**src/rtl/branch_target_buffer.sv**
```systemverilog
// ---------------------------------------------------------------------------
// branch_target_buffer
//
// Tagged, direct-mapped branch target buffer. The IF stage looks up the
// current PC combinationally; the resolving stage writes back actual branch
// outcomes one per cycle. A flush request starts a multi-cycle sweep that
// invalidates every entry, one per clock.
//
// Optional feature: define BTB_STATS_EN to build the 32-bit saturating
// lookup-hit and mispredict counters. Without it both statistics outputs
// are tied to zero and no counter registers exist.
//
// Ports
//   clk            rising-edge clock
//   arst_n         asynchronous active-low reset
//   IF_PC          lookup PC
//   pred_hit       looked-up entry valid and tag matches (0 while sweeping)
//   pred_taken     pred_hit & counter MSB
//   pred_target    stored target on a hit, else 0
//   upd_valid      update strobe from the resolving stage
//   upd_pc         PC of the resolved branch
//   upd_taken      actual outcome
//   upd_target     resolved target address
//   upd_mispredict resolving stage saw a wrong prediction (statistics only)
//   flush_req      start invalidation sweep
//   busy           sweep in progress
//   stat_hits      lookup-hit cycle count
//   stat_mispred   accepted-mispredict count
// ---------------------------------------------------------------------------
module branch_target_buffer #(
    parameter int XLEN      = 64,
    parameter int N_ENTRIES = 16,
    parameter int TAG_BITS  = 8,
    parameter int CNT_BITS  = 2
) (
    input  logic            clk,
    input  logic            arst_n,
    input  logic [XLEN-1:0] IF_PC,
    output logic            pred_hit,
    output logic            pred_taken,
    output logic [XLEN-1:0] pred_target,
    input  logic            upd_valid,
    input  logic [XLEN-1:0] upd_pc,
    input  logic            upd_taken,
    input  logic [XLEN-1:0] upd_target,
    input  logic            upd_mispredict,
    input  logic            flush_req,
    output logic            busy,
    output logic [31:0]     stat_hits,
    output logic [31:0]     stat_mispred
);

    localparam int IDX = $clog2(N_ENTRIES);

    localparam logic [CNT_BITS-1:0] CNT_MAX = '1;
    // Weakly-taken / weakly-not-taken states used when allocating an entry.
    localparam logic [CNT_BITS-1:0] WEAK_T  = CNT_BITS'(2 ** (CNT_BITS - 1));
    localparam logic [CNT_BITS-1:0] WEAK_N  = CNT_BITS'(2 ** (CNT_BITS - 1) - 1);
    localparam logic [IDX-1:0]      PTR_LAST = IDX'(N_ENTRIES - 1);

    typedef enum logic {
        IDLE  = 1'b0,
        SWEEP = 1'b1
    } state_t;

    // ------------------------------------------------------------------
    // Table storage
    // ------------------------------------------------------------------
    logic [N_ENTRIES-1:0] valid_q;
    logic [TAG_BITS-1:0]  tag_q    [N_ENTRIES];
    logic [XLEN-1:0]      target_q [N_ENTRIES];
    logic [CNT_BITS-1:0]  cnt_q    [N_ENTRIES];

    state_t         state_q;
    state_t         state_d;
    logic [IDX-1:0] ptr_q;

    // FSM-derived controls
    logic idle;
    logic sweep_clr;

    // ------------------------------------------------------------------
    // Address decode. PC[1:0] and bits above the tag take no part.
    // ------------------------------------------------------------------
    logic [IDX-1:0]      lk_idx;
    logic [TAG_BITS-1:0] lk_tag;
    logic [IDX-1:0]      up_idx;
    logic [TAG_BITS-1:0] up_tag;

    assign lk_idx = IF_PC[IDX+1:2];
    assign lk_tag = IF_PC[IDX+TAG_BITS+1:IDX+2];
    assign up_idx = upd_pc[IDX+1:2];
    assign up_tag = upd_pc[IDX+TAG_BITS+1:IDX+2];

    logic unused_bits;
    assign unused_bits = ^{IF_PC, upd_pc, upd_mispredict};

    // ------------------------------------------------------------------
    // Lookup (combinational, no bypass from a same-cycle update)
    // ------------------------------------------------------------------
    logic lk_match;
    assign lk_match    = valid_q[lk_idx] && (tag_q[lk_idx] == lk_tag);
    assign pred_hit    = idle && lk_match;
    assign pred_taken  = pred_hit && cnt_q[lk_idx][CNT_BITS-1];
    assign pred_target = pred_hit ? target_q[lk_idx] : '0;

    // ------------------------------------------------------------------
    // Update decode. Flush in the same idle cycle takes priority and the
    // update is dropped; updates during a sweep are dropped too.
    // ------------------------------------------------------------------
    logic                upd_accept;
    logic                upd_hit;
    logic [CNT_BITS-1:0] cnt_cur;
    logic [CNT_BITS-1:0] cnt_next;

    assign upd_accept = idle && upd_valid && !flush_req;
    assign upd_hit    = valid_q[up_idx] && (tag_q[up_idx] == up_tag);
    assign cnt_cur    = cnt_q[up_idx];

    always_comb begin
        cnt_next = cnt_cur;
        if (upd_taken) begin
            if (cnt_cur != CNT_MAX) cnt_next = cnt_cur + 1'b1;
        end else begin
            if (cnt_cur != '0) cnt_next = cnt_cur - 1'b1;
        end
    end

    always_ff @(posedge clk or negedge arst_n) begin
        if (!arst_n) begin
            valid_q <= '0;
            for (int i = 0; i < N_ENTRIES; i++) begin
                tag_q[i]    <= '0;
                target_q[i] <= '0;
                cnt_q[i]    <= '0;
            end
        end else begin
            if (sweep_clr) valid_q[ptr_q] <= 1'b0;
            if (upd_accept) begin
                if (upd_hit) begin
                    cnt_q[up_idx] <= cnt_next;
                    if (upd_taken) target_q[up_idx] <= upd_target;
                end else begin
                    // Allocate, overwriting any previous occupant.
                    valid_q[up_idx]  <= 1'b1;
                    tag_q[up_idx]    <= up_tag;
                    target_q[up_idx] <= upd_target;
                    cnt_q[up_idx]    <= upd_taken ? WEAK_T : WEAK_N;
                end
            end
        end
    end

    // ------------------------------------------------------------------
    // Sweep FSM: state register / next state / outputs
    // ------------------------------------------------------------------
    always_ff @(posedge clk or negedge arst_n) begin
        if (!arst_n) state_q <= IDLE;
        else         state_q <= state_d;
    end

    always_comb begin
        state_d = state_q;
        case (state_q)
            IDLE:    if (flush_req) state_d = SWEEP;
            SWEEP:   if (ptr_q == PTR_LAST) state_d = IDLE;
            default: state_d = IDLE;
        endcase
    end

    always_comb begin
        idle      = (state_q == IDLE);
        busy      = (state_q == SWEEP);
        sweep_clr = (state_q == SWEEP);
    end

    // Sweep pointer; wraps back to 0 after the last entry.
    always_ff @(posedge clk or negedge arst_n) begin
        if (!arst_n)                   ptr_q <= '0;
        else if (idle && flush_req)    ptr_q <= '0;
        else if (sweep_clr)            ptr_q <= ptr_q + 1'b1;
    end

    // ------------------------------------------------------------------
    // Statistics
    // ------------------------------------------------------------------
`ifdef BTB_STATS_EN
    logic [31:0] hits_q;
    logic [31:0] misp_q;

    always_ff @(posedge clk or negedge arst_n) begin
        if (!arst_n) begin
            hits_q <= '0;
            misp_q <= '0;
        end else begin
            if (pred_hit && hits_q != 32'hFFFF_FFFF)
                hits_q <= hits_q + 32'd1;
            if (upd_accept && upd_mispredict && misp_q != 32'hFFFF_FFFF)
                misp_q <= misp_q + 32'd1;
        end
    end

    assign stat_hits    = hits_q;
    assign stat_mispred = misp_q;
`else
    assign stat_hits    = '0;
    assign stat_mispred = '0;
`endif

endmodule

```
**config.mk**
```make
export PLATFORM = sky130hd
export DESIGN_NAME = branch_target_buffer
export DESIGN_NICKNAME = d
export VERILOG_FILES = /design/src/rtl/branch_target_buffer.sv
export SDC_FILE = /design/constraint.sdc
export NUM_CORES = 2
export LEC_CHECK = 0
export BUFFER_PORTS_ARGS = -buffer_cell sky130_fd_sc_hd__buf_4
export CORE_UTILIZATION = 30
export CTS_CLUSTER_DIAMETER = 30
export DETAILED_ROUTE_END_ITERATION = 8
export SLEW_MARGIN = 20
export SYNTH_ARGS = -nofsm -noshare
export SYNTH_HDL_FRONTEND = slang
export SYNTH_SLANG_ARGS = --single-unit
```
**constraint.sdc**
```tcl
create_clock -name clk -period 3.8 [get_ports clk]
set_input_delay 0.38 -clock clk [delete_from_list [all_inputs] [get_ports clk]]
set_output_delay 0.38 -clock clk [all_outputs]
set_load 0.02 [all_outputs]
```
Yosys cells after proc, flatten, opt, wreduce, memory -nomap -nowiden
Cells that the tools add are included.
Word-level totals
  flip-flop bits (word level): 1205
  bits of input ports: 198
  output and inout bits: 131
Cells by class
  $add $sub $neg: 3
  $lt $le $gt $ge: 8
  eq/ne operators: 5
  muxes and demuxes: 49
  bitwise logic cells: 7
  reductions and logical operators: 15
Operator list (number)
  2-to-1 mux 1024 bit: 2
  bitwise mux 1024 bit: 1
  binary-select mux 64 bit (select 4 bit): 1
  demux 64 bit (select 4 bit): 1
  2-to-1 mux 64 bit: 4
  bitwise mux 128 bit: 1
  binary-select mux 8 bit (select 4 bit): 2
  bitwise mux 32 bit: 2
  2-to-1 mux 16 bit: 3
  2-to-1 mux 8 bit: 5
  demux 8 bit (select 4 bit): 1
  2-to-1 mux 32 bit: 1
  2-to-1 mux 2 bit: 9
  bitwise AND 16 bit: 1
  binary-select mux 2 bit (select 4 bit): 2
  == test 8 bit: 2
  inverter 16 bit: 1
  OR 16 bit: 1
  < comparator 4 x 5 -> 1 bit (second input constant): 3
  >= comparator 5 bit (second input constant): 2
  logical AND 1 bit: 10
  inverter 4 -> 5 bit: 2
  binary-select mux 1 bit (select 4 bit): 2
  demux 1 bit (select 4 bit): 2
  15 further kinds: 26

Logic depth before layout (Yosys ltp)
  word-level depth: 10
  depth in mapped cells: 13

Worst setup path after synthesis
Ideal clock, no wire load.
  path kind: input -> output
  from: input IF_PC[2]
  to: output pred_target[14]
  data arrival time: 3523 ps
  data required time: 3420 ps
  setup slack: -103 ps
  stages: 10
  buffers on the path: 4
  cells stage by stage: buf_2 > buf_1 > mux4_2 > mux4_2 > xnor2_1 > nand4_1 > nor4_1 > clkbuf_1 > clkbuf_1 > and3_1
Between the ends
  cells in the longest elaborated chain, start to end: 8
Ends and longest elaborated chain
  start, declared: line 38  | input logic [XLEN-1:0] IF_PC,
  inverter 4 -> 5 bit (not written as such): line 102, 105
  binary-select mux 8 bit (select 4 bit): line 102  | assign lk_match = valid_q[lk_idx] && (tag_q[lk_idx] == lk_tag);
  2-to-1 mux 8 bit (not written as such) (2 in a row): line 102
  == test 8 bit: line 102
  logical AND 1 bit: line 102
  logical AND 1 bit: line 103  | assign pred_hit = idle && lk_match;
  2-to-1 mux 64 bit *: line 105  | assign pred_target = pred_hit ? target_q[lk_idx] : '0;
  end, declared: line 41  | output logic [XLEN-1:0] pred_target,
Every way passes the cells marked *; elsewhere a longest branch is shown, timed or not. The select of a mux whose other input is x is not followed.

Worst setup path in the final report
  from: register tag_q[10] (netlist bit)
  to: output pred_target[43]
Between the ends
  cells in the longest elaborated chain, start to end: 7
Ends and longest elaborated chain
  start, declared: line 70  | logic [TAG_BITS-1:0] tag_q [N_ENTRIES];
  start signal, assigned by index: line 146  | tag_q[up_idx] <= up_tag;
  binary-select mux 8 bit (select 4 bit): line 102
  2-to-1 mux 8 bit (not written as such) (2 in a row): line 102
  == test 8 bit: line 102
  logical AND 1 bit: line 102
  logical AND 1 bit: line 103
  2-to-1 mux 64 bit: line 105
Every way passes these cells. The select of a mux whose other input is x is not followed.

==> run metrics <==
WS Path Type reg -> out; r2r startpoint tag_q[71]$_DFFE_PN0P_; Worst R2R End target_q[919]$_DFFE_PN0P_; core box area 0.188 mm^2; fill cell count 17301; via count 32500; number of synthesized flops with an enable pin 0; nets 4019; Die Span Y 437 um; drt wl/cell 23.2 um; Final Skew 0.0239 ns; Final Power 40.8 mW; sw frac 24.0%; setup TNS -15.01 ns; Final Cycle Share 108%; multiplexer area fraction after synthesis 40.3%; initial antenna violation count 16; Comb power frac 10.8%; H-tree levels 4; clock root buffer clkbuf_16; Final setup viols 66; post-synthesis cell type count 54; Worst Hold Class in -> async; largest net degree at the start of global routing 125; first-pass GRT wire length 232000 um; Rows 159; Critical Path Start Type flip-flop; worst setup path start tag_q[10]$_DFFE_PN0P_; sequential power share 38.2%; routability cong. 0.773; mapped cell area 0.0567 mm^2; largest family of logic cells by synthesized area multiplexers; Worst setup endpoint pred_target[43]; FF-to-FF path depth 10; post-synthesis instance total 3468; DR vias/cell 5.00; most frequent cells in the layout dfrtp_1 (1205), mux2_1 (660), mux2_2 (518); Core Util, Final 37.9%; Synth Area in Adders 0.0883%; vias in the first global route 35248; CP max stage cell mux4_2; Primary FF master, synth dfrtp_1; Cell Chain, Critical Path mux4_2, mux4_2, xnor2_2, nand3b_1, nor4_4, buf_6, buf_6, buf_12, and3_4, buf_6; Synth Area in Simple Gates 1.57%; post-synthesis sequential area ratio 53.2%; clock buffer depth 3; DR DRC count 0; relative slew slack 36.6%; Final WS setup -0.288 ns; Pleak 33.9 nW; status finished with violations; post-route ant nets 0; cell area power density 573 mW/mm^2; peak supply drop 0.488 mV; compound-gate portion of the synthesized area 1.15%; Switch Pwr 9.79 mW; share of cells above drive strength 1 43.8%; failing checks setup timing; Die X 437 um; CTS tree done; fraction of registers with async set/reset 100%; endpoints failing hold 0; Die ar. 0.191 mm^2; #FFs+latches synth 1205; slew at the pin closest to its max-slew limit 0.950 ns; CP Max Fanout 17; routed wire length 151000 um; commonest non-fill, non-tap cell in the layout dfrtp_1; CP endpoint kind primary output; remaining global-route overflow 0; internal power 31.0 mW; Top Ports 329; RSZ-0062 raised after global routing true; clk sink count 1205; Synth Area in XOR/XNOR 0.325%; max_cap viols 0; fmax 0.245 GHz; initial core utilization 30.2%; Worst-path clk slew 0.06 ns; Layout area overhead 25.6%; minimum clock period 4.09 ns; total CTS buffers 223; Final Max Tran Viols 0; most used cell, CP buf_6; Critical Path AT 3.71 ns; GRT Total Usage 16.0%; Largest stage delay, worst path 0.51 ns; Initial DRC Count 1826; synthesized area per cell 16.3 um^2; 1st-pass router iterations 5; worst skew pair latency 0.82 ns; hpwl dp 91700 um; YS warnings 0; IO buf count 159; Crit path required time 3.42 ns; clock share of power 51.0%; r2r setup slk 0.24 ns
==> sequential cells by signal (all words and copies together) (netlist names) <==
register / cells
busy: 1
valid_q: 16
target_q: 1024
tag_q: 128
cnt_q: 32
ptr_q: 4
==> cell families after synthesis <==
| logic type | Yosys count |
|---|---|
| muxes | 1626 |
| AOI/OAI and AO/OA | 84 |
| xor gates and xnor gates | 21 |
| DFF | 1205 |
| adders and majority gates | 4 |
| and+or+nand+nor | 159 |
| other | 1 |
| buffers and inverters | 368 |
==> synth_stat cells (all sizes together), types with 2 or more instances <==
library cell	instances	area [um^2]
o31ai	3	22.5
and3	67	419
nor2	27	124
inv	4	15.0
a21o	4	30.0
o21ai	23	115
a211oi	2	15.0
nor2b	8	50.1
o41ai	3	33.8
ha	4	50.1
mux4	405	9120
a31oi	9	56.3
nand3	2	10.0
dfrtp	1205	30200
and2	2	12.5
clkbuf	159	597
nor4	2	12.5
mux2i	43	430
xor2	8	70.1
buf	205	1290
a21oi	23	246
a22oi	2	15.0
o22ai	6	37.5
mux2	1178	13300
a22o	3	26.3
nor3b	2	15.0
xnor2	13	114
nand2	30	113
nand4	2	12.5
nor3	5	41.3
or2	3	18.8
nand2b	6	37.5
==> critical path: cells and delay by family (launching register included) <==
family	cells	cell delay (ns)
multiplexers	2	0.99
XOR/XNOR	1	0.14
AND/OR/NAND/NOR	3	0.76
buffers and inverters	4	0.59
flip-flops	1	0.38
==> metrics by stage <==
step,instance area (um^2),worst slack [ns],hold WS [ns],cells
final,71200,-0.288,0.137,6506
after global routing,71200,-0.436,0.175,6505
after CTS,71000,-0.345,0.146,6503
after detailed placement,61800,-0.192,0.369,6004
after global placement,61800,-0.188,0.383,6004
after floorplan,56900,0.153,0.0844,3531
==> power by group through the flow <==
| stage | sequential (mW) | clock [mW] | combinational, mW |
|---|---|---|---|
| final | 15.6 | 20.8 | 4.40 |
| after global routing | 15.8 | 21.9 | 4.79 |
| after CTS | 15.6 | 21.2 | 4.47 |
| after detailed placement | 15.8 | 0 | 4.35 |
| after global placement | 15.7 | 0 | 4.22 |
| after floorplan | 15.4 | 0 | 3.20 |
==> area by class of cell <==
type / count / area, um^2 / area share (%)
diodes: 3 / 7.51 / 0.0106
clock buffers: 276 / 6130 / 8.62
clock inverters: 140 / 1880 / 2.64
inverters: 4 / 15.0 / 0.0211
multi-input cells: 1958 / 25200 / 35.4
flip-flops and latches: 1205 / 30200 / 42.4
well taps: 2495 / 3120 / 4.39
repair buffers: 425 / 4680 / 6.57
==> how the worst min path moves through the flow <==
stage,startpoint,slack [ns],end
2_1_floorplan,arst_n,0.08,busy$_DFF_PN0_
3_3_place_gp,arst_n,0.38,target_q[143]$_DFFE_PN0P_
3_5_place_dp,arst_n,0.37,target_q[143]$_DFFE_PN0P_
4_1_cts,arst_n,0.15,target_q[143]$_DFFE_PN0P_
5_1_grt,arst_n,0.18,target_q[143]$_DFFE_PN0P_
6_report,arst_n,0.14,target_q[143]$_DFFE_PN0P_
==> routing by layer <==
metal	GRT usage, %	up-vias	wire length [um]
met5	0	-	98
met4	5.62	14	3870
met3	2.66	243	5940
met2	26.2	717	74700
met1	21.5	17763	66100
li1	-	13763	-
==> timing repair <==
action,CTS,global route
cloned,1,0
resized for setup,98,45
endpoints found under the setup margin,66,66
endpoints found under the hold margin,1243,0
setup buffers,8,2
hold buffers,74,0
pin swaps,4,5
Power figures use the tool's default switching activity.
